File: config.mk
export PLATFORM = sky130hd
export DESIGN_NAME = missile_fire_scheduler_flat
export DESIGN_NICKNAME = d
export VERILOG_FILES = /design/src/rtl/missile_fire_scheduler_if.sv /design/src/rtl/missile_fire_scheduler.sv /design/src/flat_wrapper.sv
export SDC_FILE = /design/constraint.sdc
export NUM_CORES = 1
export LEC_CHECK = 0
export BUFFER_PORTS_ARGS = -buffer_cell sky130_fd_sc_hd__buf_2
export CORE_MARGIN = 2
export CORE_UTILIZATION = 40
export CTS_BUF_LIST = sky130_fd_sc_hd__clkbuf_4 sky130_fd_sc_hd__clkbuf_8 sky130_fd_sc_hd__clkbuf_16
export DETAILED_ROUTE_END_ITERATION = 6
export PLACE_DENSITY_LB_ADDON = 0.25
export SLEW_MARGIN = 15
export SYNTH_ARGS = -nofsm -noshare
export SYNTH_HDL_FRONTEND = slang
export SYNTH_SLANG_ARGS = --single-unit
File: constraint.sdc
create_clock -name clk_22 -period 1.81 [get_ports clk_22]
set_input_delay 0 -clock clk_22 [delete_from_list [all_inputs] [get_ports clk_22]]
set_output_delay 0 -clock clk_22 [all_outputs]
set_load 0.03 [all_outputs]
File: src/rtl/missile_fire_scheduler_if.sv
// Signal bundle between the fire scheduler, input decode and the per-slot missile movers.
// launch is a one-cycle strobe to one slot; that slot acknowledges by raising slot_busy no earlier than the next cycle.
interface missile_fire_scheduler_if #(
  parameter int NSLOT = 3
);
  logic             pause;
  logic             shoot_req;
  logic             burst_req;
  logic [NSLOT-1:0] slot_busy;
  logic [NSLOT-1:0] launch;
  logic [3:0]       ammo;
  logic             reloading;
  logic             last_src;
  logic [2:0]       burst_left;
  logic [1:0]       state_dbg;

  modport master (
    input  pause, shoot_req, burst_req, slot_busy,
    output launch, ammo, reloading, last_src, burst_left, state_dbg
  );

  modport slave (
    output pause, shoot_req, burst_req, slot_busy,
    input  launch, ammo, reloading, last_src, burst_left, state_dbg
  );
endinterface

File: src/rtl/missile_fire_scheduler.sv
// Arbitrates manual and burst fire requests onto the lowest free missile slot,
// owning the magazine, the inter-shot gap and the empty-magazine reload.
module missile_fire_scheduler #(
  parameter int NSLOT        = 3,
  parameter int AMMO_MAX     = 6,
  parameter int RELOAD_TICKS = 20,
  parameter int GAP_TICKS    = 4,
  parameter int BURST_LEN    = 3
) (
  input  logic                     clk_22,
  input  logic                     rst,
  missile_fire_scheduler_if.master bus
);

  typedef enum logic [1:0] {
    S_IDLE   = 2'd0,
    S_GAP    = 2'd1,
    S_RELOAD = 2'd2
  } state_t;

  state_t           state_q, state_d;
  logic [4:0]       cnt_q, cnt_d;
  logic [3:0]       ammo_q, ammo_d;
  logic             manual_pend_q, manual_pend_d;
  logic [2:0]       burst_left_q, burst_left_d;
  logic             last_src_q, last_src_d;
  logic [NSLOT-1:0] launch_q, launch_d;
  logic             shoot_q, burst_q;

  logic             shoot_rise, burst_rise;
  logic [NSLOT-1:0] pick;
  logic             pick_found;
  logic             grant_burst;
  logic             can_launch;

  always_ff @(posedge clk_22 or negedge rst) begin
    if (!rst) begin
      state_q       <= S_IDLE;
      cnt_q         <= '0;
      ammo_q        <= 4'(AMMO_MAX);
      manual_pend_q <= 1'b0;
      burst_left_q  <= '0;
      last_src_q    <= 1'b1;
      launch_q      <= '0;
      shoot_q       <= 1'b0;
      burst_q       <= 1'b0;
    end else begin
      state_q       <= state_d;
      cnt_q         <= cnt_d;
      ammo_q        <= ammo_d;
      manual_pend_q <= manual_pend_d;
      burst_left_q  <= burst_left_d;
      last_src_q    <= last_src_d;
      launch_q      <= launch_d;
      shoot_q       <= bus.shoot_req;
      burst_q       <= bus.burst_req;
    end
  end

  // Lowest-index free slot, one-hot.
  always_comb begin
    pick       = '0;
    pick_found = 1'b0;
    for (int i = 0; i < NSLOT; i++) begin
      if (!bus.slot_busy[i] && !pick_found) begin
        pick[i]    = 1'b1;
        pick_found = 1'b1;
      end
    end
  end

  assign shoot_rise = bus.shoot_req & ~shoot_q & ~bus.pause;
  assign burst_rise = bus.burst_req & ~burst_q & ~bus.pause;

  // With both sources pending, the source not granted last time wins.
  assign grant_burst = (burst_left_q != 3'd0) && (!manual_pend_q || !last_src_q);
  assign can_launch  = (state_q == S_IDLE) && !bus.pause && (ammo_q != 4'd0) &&
                       (manual_pend_q || (burst_left_q != 3'd0)) && pick_found;

  always_comb begin
    state_d       = state_q;
    cnt_d         = cnt_q;
    ammo_d        = ammo_q;
    manual_pend_d = manual_pend_q;
    burst_left_d  = burst_left_q;
    last_src_d    = last_src_q;
    launch_d      = '0;

    if (!bus.pause) begin
      case (state_q)
        S_IDLE: begin
          if (can_launch) begin
            launch_d   = pick;
            ammo_d     = ammo_q - 4'd1;
            last_src_d = grant_burst;
            if (grant_burst) burst_left_d  = burst_left_q - 3'd1;
            else             manual_pend_d = 1'b0;
            cnt_d   = '0;
            state_d = (ammo_q == 4'd1) ? S_RELOAD : S_GAP;
          end
        end
        S_GAP: begin
          if (cnt_q == 5'(GAP_TICKS - 1)) begin
            state_d = S_IDLE;
            cnt_d   = '0;
          end else begin
            cnt_d = cnt_q + 5'd1;
          end
        end
        S_RELOAD: begin
          if (cnt_q == 5'(RELOAD_TICKS - 1)) begin
            ammo_d  = 4'(AMMO_MAX);
            state_d = S_IDLE;
            cnt_d   = '0;
          end else begin
            cnt_d = cnt_q + 5'd1;
          end
        end
        default: begin
          state_d = S_IDLE;
          cnt_d   = '0;
        end
      endcase

      // A fresh edge in the grant cycle re-arms manual_pend after the grant clears it.
      if (state_d == S_RELOAD) begin
        manual_pend_d = 1'b0;
        burst_left_d  = '0;
      end else if (state_q != S_RELOAD) begin
        if (shoot_rise) manual_pend_d = 1'b1;
        if (burst_rise && (burst_left_q == 3'd0)) burst_left_d = 3'(BURST_LEN);
      end
    end
  end

  assign bus.launch     = launch_q;
  assign bus.ammo       = ammo_q;
  assign bus.reloading  = (state_q == S_RELOAD);
  assign bus.last_src   = last_src_q;
  assign bus.burst_left = burst_left_q;
  assign bus.state_dbg  = state_q;

endmodule
File: src/flat_wrapper.sv
// flat-port wrapper written by rule: the top's interface ports become plain ports
module missile_fire_scheduler_flat 
#(
  parameter int NSLOT        = 3,
  parameter int AMMO_MAX     = 6,
  parameter int RELOAD_TICKS = 20,
  parameter int GAP_TICKS    = 4,
  parameter int BURST_LEN    = 3
)
  (clk_22, rst, bus_pause, bus_shoot_req, bus_burst_req, bus_slot_busy, bus_launch, bus_ammo, bus_reloading, bus_last_src, bus_burst_left, bus_state_dbg);
  missile_fire_scheduler_if #(.NSLOT(NSLOT)) bus_i ();
  input  logic clk_22;
  input  logic rst;
  input wire logic [$bits(bus_i.pause)-1:0] bus_pause;
  input wire logic [$bits(bus_i.shoot_req)-1:0] bus_shoot_req;
  input wire logic [$bits(bus_i.burst_req)-1:0] bus_burst_req;
  input wire logic [$bits(bus_i.slot_busy)-1:0] bus_slot_busy;
  output wire logic [$bits(bus_i.launch)-1:0] bus_launch;
  output wire logic [$bits(bus_i.ammo)-1:0] bus_ammo;
  output wire logic [$bits(bus_i.reloading)-1:0] bus_reloading;
  output wire logic [$bits(bus_i.last_src)-1:0] bus_last_src;
  output wire logic [$bits(bus_i.burst_left)-1:0] bus_burst_left;
  output wire logic [$bits(bus_i.state_dbg)-1:0] bus_state_dbg;
  assign bus_i.pause = bus_pause;
  assign bus_i.shoot_req = bus_shoot_req;
  assign bus_i.burst_req = bus_burst_req;
  assign bus_i.slot_busy = bus_slot_busy;
  assign bus_launch = bus_i.launch;
  assign bus_ammo = bus_i.ammo;
  assign bus_reloading = bus_i.reloading;
  assign bus_last_src = bus_i.last_src;
  assign bus_burst_left = bus_i.burst_left;
  assign bus_state_dbg = bus_i.state_dbg;
  missile_fire_scheduler #(.NSLOT(NSLOT), .AMMO_MAX(AMMO_MAX), .RELOAD_TICKS(RELOAD_TICKS), .GAP_TICKS(GAP_TICKS), .BURST_LEN(BURST_LEN)) u_core (.clk_22(clk_22), .rst(rst), .bus(bus_i));
endmodule
==> results of run 1 <==
==> worst min path at each step <==
stage,startpoint,end,depth (start not counted)
finish,bus_pause,u_core.bus.state_dbg[1]$_DFFE_PN0N_,3
global placement,rst,u_core.bus.burst_left[1]$_DFFE_PN0N_,1
global route,bus_pause,u_core.bus.state_dbg[1]$_DFFE_PN0N_,3
floorplan,rst,u_core.burst_q$_DFF_PN0_,0
detailed placement,rst,u_core.bus.burst_left[1]$_DFFE_PN0N_,1
CTS,bus_pause,u_core.bus.state_dbg[1]$_DFFE_PN0N_,3
==> routing by layer <==
| layer | wire length [microns] | up-vias | GRT usage |
|---|---|---|---|
| li1 | - | 604 | - |
| met1 | 1550 | 579 | 0.248 |
| met2 | 1660 | 20 | 0.347 |
| met3 | 80 | 9 | 0.0256 |
| met4 | 75 | 0 | 0.0807 |
| met5 | 0 | - | 0 |
==> critical path, stage by stage (launching register included) <==
cell      delay (ps)
dfstp_2          560
inv_2             50
ha_4             140
or3b_4           250
o2111a_4         270
nand4_4          150
a211oi_4         320
o22ai_2          130
==> logic make-up after synthesis <==
kind of cell    after synthesis
fa+ha+maj                    10
compound gates               39
mux                           1
simple gates                 47
buf+inv                      13
flops                        21
==> area by class of cell <==
class                   count  area, sq um
fillers                   262         1090
multi-input cells          97          868
flip-flops and latches     21          533
repair buffers             61          435
well taps                  44         55.1
inverters                  10         37.5
clock buffers               4         30.0
==> synthesized netlist by cell type, types with 3 or more instances <==
library cell	n
inv_1	10
ha_1	10
a21oi_2	3
and2_1	3
dfstp_2	3
dfrtp_1	18
nand2b_1	4
o21ai_0	5
nor3b_1	3
nand3_1	7
o22ai_1	5
nor2_1	8
a21oi_1	6
nand2_1	11
==> power breakdown <==
part,total (uW),switching [uW],internal [uW]
clock,239,138,101
sequential,725,98.1,627
combinational,2280,1240,1040
==> what timing repair did <==
action,4_1_cts,5_1_grt
gates resized for setup,10,20
pin swaps,7,10
hold endpoints to repair,26,0
setup buffers,1,4
setup endpoints to repair,15,17
hold buffers,6,0
==> metrics by stage <==
stage          setup TNS [ps]  utilization  instance area (sq um)  cells
2_1_floorplan           -2040            -                   1340    131
3_3_place_gp            -1430        0.556                   1700    222
3_5_place_dp            -1920        0.556                   1700    222
4_1_cts                 -1170        0.607                   1850    233
5_1_grt                 -3070        0.642                   1960    237
6_report                -1880        0.642                   1960    237
==> registers in the layout, summed over array words and instances, names as in the netlist <==
signal	count
u_core.burst_q	1
u_core.bus.ammo	4
u_core.bus.burst_left	3
u_core.bus.last_src	1
u_core.bus.launch	3
u_core.bus.state_dbg	2
u_core.cnt_q	5
u_core.manual_pend_q	1
u_core.shoot_q	1
==> results.sh, run 1 <==
export IMPL_rsz0062_at_grt="yes"
export IMPL_setup_slack_ps=-188
export IMPL_overflow=0
export IMPL_dpl_worst_slack_ps=-171
export IMPL_drt_initial_drc_count=43
export IMPL_antenna_left=0
export IMPL_synth_nets=149
export IMPL_r2r_start="u_core.bus.ammo[1]$_DFFE_PN1P_"
export IMPL_yosys_area_share_simple=0.200
export IMPL_synth_ff_type="dfrtp_1"
export IMPL_clk_latency_ps=300
export IMPL_required_ps=1990
export IMPL_rows=20
export IMPL_place_hpwl_mm=2.39
export IMPL_fin_nets=212
export IMPL_grt_pass1_wl_mm=5.42
export IMPL_cts_sinks=21
export IMPL_synth_seq_cells=21
export IMPL_reg2reg_depth=7
export IMPL_min_period_ps=2000
export IMPL_root_buffer="clkbuf_4"
export IMPL_synth_edf_count=0
export IMPL_coreArea_sq_um=3050
export IMPL_htree_levels=1
export IMPL_drive_gt1_frac=0.513
export IMPL_skew_ps=8.83
export IMPL_synthDistinctLibCells=44
export IMPL_yosys_area_share_xor_xnor=0
export IMPL_boundaryPins=22
export IMPL_antenna_found_initial=0
export IMPL_ys_async_sr_fraction=1.00
export IMPL_pwr_density_cell_nw_per_um2=1650
export IMPL_vias_per_cell=5.11
export IMPL_wire_per_inst_microns=14.2
export IMPL_crit_type="reg -> reg"
export IMPL_final_common_cell="buf_4"
export IMPL_cts_inserted_buffers=3
export IMPL_synth_area_top_cells="dfrtp_1 35%, ha_1 9.7%, dfstp_2 6.1%"
export IMPL_final_cell_mix="30 x buf_4, 21 x buf_2, 15 x dfrtp_1"
export IMPL_timing_hold_violations_final=0
export IMPL_peakVddDrop_mv=0.912
export IMPL_cap_violations=0
export IMPL_cp_max_fo=6
export IMPL_n_antenna_cell=0
export IMPL_synthMuxAreaShare=0.00776
export IMPL_rrSetupSlack_ps=-190
export IMPL_first_pass_iters=4
export IMPL_tightest_slew_ps=486
export IMPL_failed_checks="negative setup slack"
export IMPL_holdWs_ps=92.5
export IMPL_die_w_microns=60.8
export IMPL_r2r_end="u_core.bus.burst_left[1]$_DFFE_PN0N_"
export IMPL_crit_end="u_core.bus.burst_left[1]$_DFFE_PN0N_"
export IMPL_clk_pin_slew_ps=120
export IMPL_hold_class="in -> reg"
export IMPL_yosysWarnings=0
export IMPL_start_kind="register"
export IMPL_cts_tree="built"
export IMPL_dr_total_vias=1212
export IMPL_cp_end_kind="register"
export IMPL_crit_start="u_core.bus.ammo[1]$_DFFE_PN1P_"
export IMPL_dieArea_sq_um=3700
export IMPL_cts_max_path_buffers=2
export IMPL_drc=0
export IMPL_setup_violations=15
export IMPL_synthToLayoutAreaGrowth_pct=51.9
export IMPL_ys_seq_area_frac=0.410
export IMPL_grt_max_degree=22
export IMPL_synth_compound_area_frac=0.245
export IMPL_fmax_mhz=500
export IMPL_place_congestion=0.840
export IMPL_fin_crit_sh=1.10
export IMPL_die_h_microns=60.8
export IMPL_p_leak_uw=0.000888
export IMPL_gr_usage_all_layers=0.199
export IMPL_postSynthAreaPerCell_sq_um=9.85
export IMPL_grt_pass1_vias=1263
export IMPL_port_buffers=21
export IMPL_total_power_uw=3240
export IMPL_synth_top_area_frac=0.349
export IMPL_synth_fa_ha_area_frac=0.0970
export IMPL_syn_area_sq_um=1290
export IMPL_synthCells=131
export IMPL_yosys_area_top_type="dfrtp_1"
export IMPL_critPathArrivalTime_ps=2170
export IMPL_start_util=0.423
export IMPL_final_max_slew_viol_count=0
export IMPL_outcome="finished with violations"
export IMPL_routed_wl_mm=3.37
export IMPL_synth_top_family_by_area="compound AO/OA/AOI/OAI gates"
export IMPL_slew_headroom=0.676
Power figures use the tool's default switching activity.
==> run 2, diff against run 1 <==
==> constraint.sdc (replaced) <==
create_clock -name clk_22 -period 1.81 [get_ports clk_22]
set_input_delay 0.2715 -clock clk_22 [delete_from_list [all_inputs] [get_ports clk_22]]
set_output_delay 0.2715 -clock clk_22 [all_outputs]
set_load 0.03 [all_outputs]
==> run 2 against run 1 <==
The run still ends with negative setup slack left. Power increased by 7.1%. Clock skew about the same. Final cell count stayed put. Sequential power is essentially flat. Die area unchanged. Core utilization grew 2.0 points. Worst setup slack lost 56 ps. Critical path depth up 3. First-iteration DRC count shrank 47%. Final area up 3.2%.
==> results.sh, run 2 (synthesis results as in run 1) <==
export IMPL_die_w_microns=60.8
export IMPL_cts_sinks=21
export IMPL_drc=0
export IMPL_final_cell_mix="30 x buf_4, 21 x buf_2, 15 x dfrtp_1"
export IMPL_fmax_mhz=487
export IMPL_crit_type="reg -> reg"
export IMPL_grt_pass1_vias=1283
export IMPL_overflow=0
export IMPL_critPathArrivalTime_ps=2240
export IMPL_hold_class="in -> reg"
export IMPL_final_max_slew_viol_count=0
export IMPL_skew_ps=8.64
export IMPL_slew_headroom=0.681
export IMPL_placed_cell_area_sq_um=1700
export IMPL_dpl_worst_slack_ps=-230
export IMPL_holdCritStartpoint="bus_burst_req"
export IMPL_cts_max_path_buffers=2
export IMPL_place_hpwl_mm=2.48
export IMPL_final_common_cell="buf_4"
export IMPL_outcome="finished with violations"
export IMPL_setup_slack_ps=-245
export IMPL_drive_gt1_frac=0.591
export IMPL_cap_violations=0
export IMPL_root_buffer="clkbuf_4"
export IMPL_grt_max_degree=22
export IMPL_dieArea_sq_um=3700
export IMPL_cts_inserted_buffers=3
export IMPL_setup_violations=17
export IMPL_tightest_slew_ps=478
export IMPL_failed_checks="negative setup slack"
export IMPL_r2r_start="u_core.bus.ammo[1]$_DFFE_PN1P_"
export IMPL_top_register="u_core.cnt_q"
export IMPL_wire_per_inst_microns=15.9
export IMPL_grt_pass1_wl_mm=6.07
export IMPL_cp_max_fo=5
export IMPL_vias_per_cell=5.30
export IMPL_reg2reg_depth=10
export IMPL_required_ps=2000
export IMPL_peakVddDrop_mv=0.951
export IMPL_holdPathEnd="u_core.burst_q$_DFF_PN0_"
export IMPL_drt_initial_drc_count=23
export IMPL_die_h_microns=60.8
export IMPL_coreArea_sq_um=3050
export IMPL_largest_reg_flops=5
export IMPL_boundaryPins=22
export IMPL_fin_nets=212
export IMPL_antenna_left=0
export IMPL_dr_total_vias=1255
export IMPL_holdWs_ps=74.9
export IMPL_pwr_density_cell_nw_per_um2=1720
export IMPL_port_buffers=21
export IMPL_rows=20
export IMPL_start_kind="register"
export IMPL_r2r_end="u_core.bus.burst_left[1]$_DFFE_PN0N_"
export IMPL_synthToLayoutAreaGrowth_pct=56.7
export IMPL_cp_end_kind="register"
export IMPL_n_antenna_cell=0
export IMPL_gr_usage_all_layers=0.228
export IMPL_start_util=0.423
export IMPL_fin_tns_setup_ps=-2670
export IMPL_rrSetupSlack_ps=-240
export IMPL_clk_latency_ps=310
export IMPL_antenna_found_initial=0
export IMPL_routed_wl_mm=3.76
export IMPL_fin_crit_sh=1.14
export IMPL_place_congestion=0.856
export IMPL_cts_tree="built"
export IMPL_postLayoutCellArea_sq_um=2020
export IMPL_first_pass_iters=4
export IMPL_clk_pin_slew_ps=130
export IMPL_rsz0062_at_grt="yes"
export IMPL_p_leak_uw=0.000914
export IMPL_timing_hold_violations_final=0
export IMPL_htree_levels=1
export IMPL_hold_depth=1
export IMPL_min_period_ps=2050
[run 2: metal layers]
metal,wire (microns),global-route usage,vias to the layer above
met5,0,0,-
met4,78,0.0963,0
met3,82,0.0256,6
met2,1960,0.390,24
met1,1640,0.292,623
li1,-,-,602
[run 2: area by class of cell]
cell class | count | area, sq um
clock buffers | 4 | 30.0
multi-input cells | 97 | 925
fillers | 251 | 1030
repair buffers | 61 | 442
flip-flops and latches | 21 | 533
inverters | 10 | 37.5
well taps | 44 | 55.1
[run 2: repair_timing]
action	4_1_cts	5_1_grt
endpoints found under the setup margin	15	18
buffers inserted	7	4
pin swaps	16	12
hold buffers	1	0
endpoints found under the hold margin	18	0
gates resized for setup	30	17
[run 2: worst max-delay path by stage]
stage / cells past startpoint / slack, ps / to / startpoint
6_report: 10 / -240 / u_core.bus.burst_left[1]$_DFFE_PN0N_ / u_core.bus.ammo[1]$_DFFE_PN1P_
5_1_grt: 7 / -320 / u_core.bus.burst_left[2]$_DFFE_PN0N_ / u_core.bus.ammo[1]$_DFFE_PN1P_
4_1_cts: 7 / -200 / u_core.bus.burst_left[2]$_DFFE_PN0N_ / u_core.bus.ammo[1]$_DFFE_PN1P_
3_5_place_dp: 7 / -230 / u_core.bus.burst_left[2]$_DFFE_PN0N_ / u_core.bus.ammo[1]$_DFFE_PN1P_
3_3_place_gp: 7 / -130 / u_core.bus.burst_left[1]$_DFFE_PN0N_ / u_core.bus.ammo[1]$_DFFE_PN1P_
2_1_floorplan: 7 / -220 / u_core.bus.burst_left[2]$_DFFE_PN0N_ / u_core.bus.ammo[1]$_DFFE_PN1P_
[run 2: power by group]
part | switching, uW | internal [uW]
Combinational | 1360 | 1130
Sequential | 95.8 | 627
Clock | 151 | 101
[run 2: worst max-delay path, stage by stage, from the launching register on]
cell	delay (ps)
dfstp_2	570
inv_2	50
ha_4	140
or3b_4	250
o2111a_4	270
buf_4	140
buf_6	90
buf_6	100
nand3_1	120
o311ai_4	110
o22ai_2	90
[run 2: stage by stage]
step / utilization / std cells / total power, uW
after CTS: 0.634 / 234 / 3260
after global placement: 0.556 / 222 / 2600
after floorplan: - / 131 / 1930
after detailed placement: 0.556 / 222 / 2680
after global routing: 0.662 / 237 / 3710
final: 0.662 / 237 / 3470
